`config.mk`:
```
export PLATFORM = sky130hd
export DESIGN_NAME = button_toggle_debouncer
export DESIGN_NICKNAME = d
export VERILOG_FILES = /design/src/rtl/button_toggle_debouncer.sv
export SDC_FILE = /design/constraint.sdc
export NUM_CORES = 1
export LEC_CHECK = 0
export ABC_CLOCK_PERIOD_IN_PS = 3600
export CORE_AREA = 2 2 80 82
export CTS_BUF_LIST = sky130_fd_sc_hd__clkbuf_8
export CTS_CLUSTER_DIAMETER = 100
export CTS_CLUSTER_SIZE = 12
export DETAILED_ROUTE_END_ITERATION = 10
export DIE_AREA = 0 0 82 84
export DONT_BUFFER_PORTS = 1
export HOLD_SLACK_MARGIN = 0.02
export PLACE_DENSITY = 0.64
export SYNTH_ARGS = -nofsm -noshare
export SYNTH_HDL_FRONTEND = slang
export SYNTH_SLANG_ARGS = --single-unit
```
`constraint.sdc`:
```
create_clock -name clk_in -period 3.6 [get_ports clk_in]
set_clock_uncertainty 0.05 [all_clocks]
set_input_delay 0.18 -clock clk_in [delete_from_list [all_inputs] [get_ports clk_in]]
set_output_delay 0.18 -clock clk_in [all_outputs]
set_load 0.02 [all_outputs]
```
`src/rtl/button_toggle_debouncer.sv`:
```
// rtl/button_toggle_debouncer.sv - pushbutton synchroniser, debouncer and press/release/long-press pulse generator
//
// Purpose: takes a raw, bouncing, asynchronous button input, synchronises it into
// clk_in, qualifies every level change with N stable samples, and emits one-cycle
// pulses on debounced press, release and long-press.
//
// Ports:
//   clk_in            - system clock
//   rst_in            - asynchronous active-high reset
//   btn_in            - raw button, asynchronous to clk_in, may bounce
//   btn_level_out     - debounced level, 1 = pressed
//   press_pulse_out   - one-cycle pulse on each debounced press
//   release_pulse_out - one-cycle pulse on each debounced release
//   long_press_out    - one-cycle pulse, at most once per press, after L cycles held
module button_toggle_debouncer #(
  parameter int CLK_FREQ_HZ   = 50_000_000,
  parameter int DEBOUNCE_US   = 10_000,
  parameter int LONG_PRESS_MS = 1000,
  parameter bit ACTIVE_LOW    = 1'b0
) (
  input  logic clk_in,
  input  logic rst_in,
  input  logic btn_in,
  output logic btn_level_out,
  output logic press_pulse_out,
  output logic release_pulse_out,
  output logic long_press_out
);

  localparam int N  = CLK_FREQ_HZ / 1_000_000 * DEBOUNCE_US;
  localparam int L  = CLK_FREQ_HZ / 1000 * LONG_PRESS_MS;
  localparam int CW = $clog2(N + 1);
  localparam int HW = $clog2(L + 1);

  localparam logic [CW-1:0] C_LAST = CW'(N - 1);
  localparam logic [HW-1:0] H_LAST = HW'(L - 1);
  localparam logic [HW-1:0] H_MAX  = HW'(L);

  generate
    if (N < 2) begin : g_bad_debounce
      $error("button_toggle_debouncer: debounce length N must be at least 2 cycles");
    end
    if (L < 1) begin : g_bad_long_press
      $error("button_toggle_debouncer: long-press length L must be at least 1 cycle");
    end
  endgenerate

  typedef enum logic [1:0] {
    RELEASED,
    ARMING_PRESS,
    PRESSED,
    ARMING_RELEASE
  } state_t;

  state_t        r_state;
  logic          r_sync1;
  logic          r_sync2;
  logic [CW-1:0] r_cnt;
  logic [HW-1:0] r_hold;
  logic          r_long_done;

  // Polarity is normalised before the synchroniser so everything downstream
  // treats 1 as pressed.
  logic w_btn;
  assign w_btn = btn_in ^ ACTIVE_LOW;

  // The hold timer runs while the button is logically held, including while a
  // release is being qualified. On the edge that completes a release it stops,
  // so a long-press pulse can never coincide with the release pulse.
  logic w_release_done;
  logic w_hold_active;
  assign w_release_done = (r_state == ARMING_RELEASE) && !r_sync2 && (r_cnt == C_LAST);
  assign w_hold_active  = ((r_state == PRESSED) || (r_state == ARMING_RELEASE)) && !w_release_done;

  always_ff @(posedge clk_in or posedge rst_in) begin
    if (rst_in) begin
      r_sync1           <= 1'b0;
      r_sync2           <= 1'b0;
      r_cnt             <= '0;
      r_hold            <= '0;
      r_long_done       <= 1'b0;
      r_state           <= RELEASED;
      btn_level_out     <= 1'b0;
      press_pulse_out   <= 1'b0;
      release_pulse_out <= 1'b0;
      long_press_out    <= 1'b0;
    end else begin
      r_sync1           <= w_btn;
      r_sync2           <= r_sync1;
      press_pulse_out   <= 1'b0;
      release_pulse_out <= 1'b0;
      long_press_out    <= 1'b0;

      case (r_state)
        RELEASED: begin
          btn_level_out <= 1'b0;
          if (r_sync2) begin
            r_cnt   <= CW'(1);
            r_state <= ARMING_PRESS;
          end
        end
        ARMING_PRESS: begin
          if (!r_sync2) begin
            r_cnt   <= '0;
            r_state <= RELEASED;
          end else if (r_cnt == C_LAST) begin
            btn_level_out   <= 1'b1;
            press_pulse_out <= 1'b1;
            r_cnt           <= '0;
            r_hold          <= '0;
            r_long_done     <= 1'b0;
            r_state         <= PRESSED;
          end else begin
            r_cnt <= r_cnt + CW'(1);
          end
        end
        PRESSED: begin
          btn_level_out <= 1'b1;
          if (!r_sync2) begin
            r_cnt   <= CW'(1);
            r_state <= ARMING_RELEASE;
          end
        end
        ARMING_RELEASE: begin
          if (r_sync2) begin
            r_cnt   <= '0;
            r_state <= PRESSED;
          end else if (r_cnt == C_LAST) begin
            btn_level_out     <= 1'b0;
            release_pulse_out <= 1'b1;
            r_cnt             <= '0;
            r_state           <= RELEASED;
          end else begin
            r_cnt <= r_cnt + CW'(1);
          end
        end
        default: begin
          r_cnt   <= '0;
          r_state <= RELEASED;
        end
      endcase

      // Saturating hold timer; long_done limits the long-press pulse to once per press.
      if (w_hold_active) begin
        if (r_hold != H_MAX) begin
          r_hold <= r_hold + HW'(1);
        end
        if ((r_hold == H_LAST) && !r_long_done) begin
          long_press_out <= 1'b1;
          r_long_done    <= 1'b1;
        end
      end
    end
  end

endmodule
```
==> results.py <==
metrics = {
    "critical_path": {
        "rr_worst_depth": 7,
        "r2r_setup_slack_ns": 1.12,
        "arrival_ns": 2.62,
        "path_cells": "inv_1 > ha_1 > mux2i_1 > o21a_1 > buf_4 > nand2_1 > mux2_1",
        "critPathMaxFanout": 11,
        "worstSetupPathType": "register to register",
        "setup.worst_path.end_class": "register",
        "path_buf_inv": 2,
        "crit_family": "multiplexers",
        "max_stage_delay_ns": 0.46,
        "startpoint_type": "register",
        "reg2reg_from": "r_state[0]$_DFFE_PP0P_",
        "cp.required_ns": 3.74,
        "worst_path_max_delay_cell": "o21a_1",
    },
    "power": {
        "p_seq_frac": 0.475,
        "clkPwrFrac": 0.213,
        "ir_drop_mv": 0.403,
        "p_sw_uw": 609,
        "power.density_nw_per_um2": 515,
        "p_int_uw": 998,
        "leakagePower_uw": 0.00132,
        "p_sw_frac": 0.379,
        "power.total_uw": 1610,
        "power_frac_comb": 0.312,
    },
    "drt": {
        "routed_via_density": 5.71,
        "drtPass1Iterations": 4,
        "wl_um": 5970,
        "ant_nets": 0,
        "dr_total_vias": 2165,
        "drt-initial-drc-count": 129,
        "drc": 0,
        "routedWlPerCell_um": 15.7,
    },
    "clocking": {
        "clkTransAtPathRegs_ns": 0.10,
        "clk_latency_ns": 0.30,
        "cts_setup_buffers": 0,
        "clockRootBuffer": "clkbuf_8",
        "cts_buffers": 5,
        "htree_num_levels": 2,
        "cts_tree": "built",
        "cts_buffer_depth": 2,
        "clock_sinks": 54,
    },
    "placement": {
        "gp_congestion": 0.842,
        "dpl.cell_count": 369,
        "hpwl_um": 4350,
        "io_buffers": 0,
    },
    "finish": {
        "syn_to_final_growth_pct": 5.68,
        "fin_cells": 379,
        "mostFrequentLayoutCell": "dfrtp_1",
        "nets": 311,
        "layout_common_cells": "dfrtp_1 (54), nor2_1 (32), nand2_1 (31)",
        "num_antenna_cells": 0,
        "drive_above_1_share": 0.106,
        "final_util": 0.512,
        "fillers": 554,
    },
    "synthesis": {
        "seq_area_frac_synth": 0.458,
        "post_synth_num_cell_types": 53,
        "syn_area_um2": 2950,
        "ys_seq_elements": 54,
        "syn_area_per_cell_um2": 9.94,
        "async_flop_share": 1.00,
        "synth_ff_type": "dfrtp_1",
        "synth_nets": 307,
        "synth_edf_count": 0,
        "synthCells": 297,
        "yosysWarnings": 0,
    },
    "timing": {
        "final_hold_viol_count": 0,
        "fin_crit_ns": 2.48,
        "relSlewSlack": 0.509,
        "post-route-period-util": 0.690,
        "report.final.slew_viol_count": 0,
        "rsz0062_at_grt": "false",
        "fin_setup_tns_ns": 0,
        "worst_pin_slew_ns": 0.731,
        "setup_viol": 0,
        "clock.fmax_ghz": 0.403,
    },
    "job": {
        "cap_violations": 0,
    },
    "floorplanning": {
        "dieWidth_um": 82,
        "die_area_um2": 6890,
        "die_h_um": 84,
        "fp.coreArea_um2": 6100,
        "num_io_pins": 7,
        "initial_core_util": 0.484,
        "row_count": 29,
    },
    "grt": {
        "gr-total-overflow": 0,
        "grt_pass1_wl_um": 10500,
        "grt_pass1_vias": 2137,
        "antenna_found_initial": 0,
        "gr-usage-all-layers": 0.196,
        "grt_max_degree": 32,
    },
    "worst_hold_path": {
        "hp-class": "input port to async pin",
    },
    "outcome": {
        "status": "completed",
    },
}
-- worst max path at each step --
| stage | from | end | slack (ns) | cells past startpoint |
|---|---|---|---|---|
| 2_1_floorplan | r_state[0]$_DFFE_PP0P_ | r_cnt[18]$_DFFE_PP0P_ | 1.61 | 8 |
| 3_3_place_gp | r_state[0]$_DFFE_PP0P_ | register | 1.20 | 7 |
| 3_5_place_dp | r_state[0]$_DFFE_PP0P_ | register | 1.13 | 7 |
| 4_1_cts | r_state[0]$_DFFE_PP0P_ | register | 1.12 | 7 |
| 5_1_grt | r_state[0]$_DFFE_PP0P_ | register | 0.88 | 7 |
| 6_report | r_state[0]$_DFFE_PP0P_ | register | 1.12 | 7 |
-- flip-flops by register name, indices dropped and copies added (netlist names), named ones only --
register / count
btn_level_out: 1
r_hold: 26
r_cnt: 19
press_pulse_out: 1
r_sync2: 1
r_sync1: 1
release_pulse_out: 1
r_state: 1
r_long_done: 1
long_press_out: 1
-- per-stage QoR --
step                      setup slack [ns]  hold slack, ns  instance area, um2
after global placement                1.20          0.0723                3010
final                                 1.12           0.300                3120
after global routing                 0.875           0.334                3120
after detailed placement              1.13          0.0741                3010
after floorplan                       1.61           0.161                2950
after CTS                             1.12           0.322                3120
-- cells in the mapped netlist (2+ instances only) --
master / instances / area share
a21oi_1: 4 / 0.0068
and3_1: 4 / 0.0085
and4_1: 6 / 0.018
buf_4: 3 / 0.0076
buf_6: 2 / 0.0076
dfrtp_1: 54 / 0.46
ha_1: 7 / 0.030
inv_1: 5 / 0.0064
mux2i_1: 9 / 0.031
nand2_1: 31 / 0.039
nand3_1: 23 / 0.039
nand3_2: 3 / 0.010
nand4_1: 20 / 0.042
nor2_1: 32 / 0.041
nor2_2: 5 / 0.011
nor2b_1: 2 / 0.0042
nor3_1: 8 / 0.014
nor3_4: 2 / 0.011
nor3b_1: 2 / 0.0051
nor4_1: 3 / 0.0064
nor4b_1: 4 / 0.012
o211ai_1: 2 / 0.0051
o21ai_0: 8 / 0.014
o22a_1: 2 / 0.0059
o31ai_1: 5 / 0.013
or3_1: 2 / 0.0042
xnor2_1: 8 / 0.024
xor2_1: 16 / 0.047
-- routing by layer --
metal | GRT usage | part of all wire
met1 | 0.270 | 0.47
met3 | 0.0433 | 0.033
met2 | 0.310 | 0.49
met5 | 0 | 0
met4 | 0.0500 | 0.0087
-- final cells by class --
class | count | area (um2) | share of cell area
multi-input cells | 230 | 1520 | 0.488
flip-flops and latches | 54 | 1350 | 0.433
well taps | 77 | 96.3 | 0.0309
clock buffers | 6 | 82.6 | 0.0265
repair buffers | 4 | 35.0 | 0.0112
inverters | 6 | 22.5 | 0.00722
clock inverters | 2 | 8.76 | 0.00281
-- logic make-up (layout without fill, tap and decap cells) --
logic type	Yosys count	count (layout)	synth area share
AOI/OAI and AO/OA	29	29	0.0699
buffers and inverters	13	18	0.0263
and+or+nand+nor	159	159	0.306
muxes	11	11	0.0394
adders and majority gates	7	7	0.0297
xor gates and xnor gates	24	24	0.0712
DFF	54	54	0.458
-- power groups by stage --
stage / Combinational, uW / Clock, uW / Sequential [uW]
after CTS: 507 / 357 / 762
after global placement: 497 / 0 / 772
after detailed placement: 504 / 0 / 774
after global routing: 570 / 387 / 775
final: 502 / 342 / 763
after floorplan: 429 / 0 / 743
-- repair_timing --
item	CTS	global route
endpoints found under the hold margin	24	0
gates resized for setup	0	0
hold buffers	2	0
No activity file was read; power rests on OpenSTA's default activity.
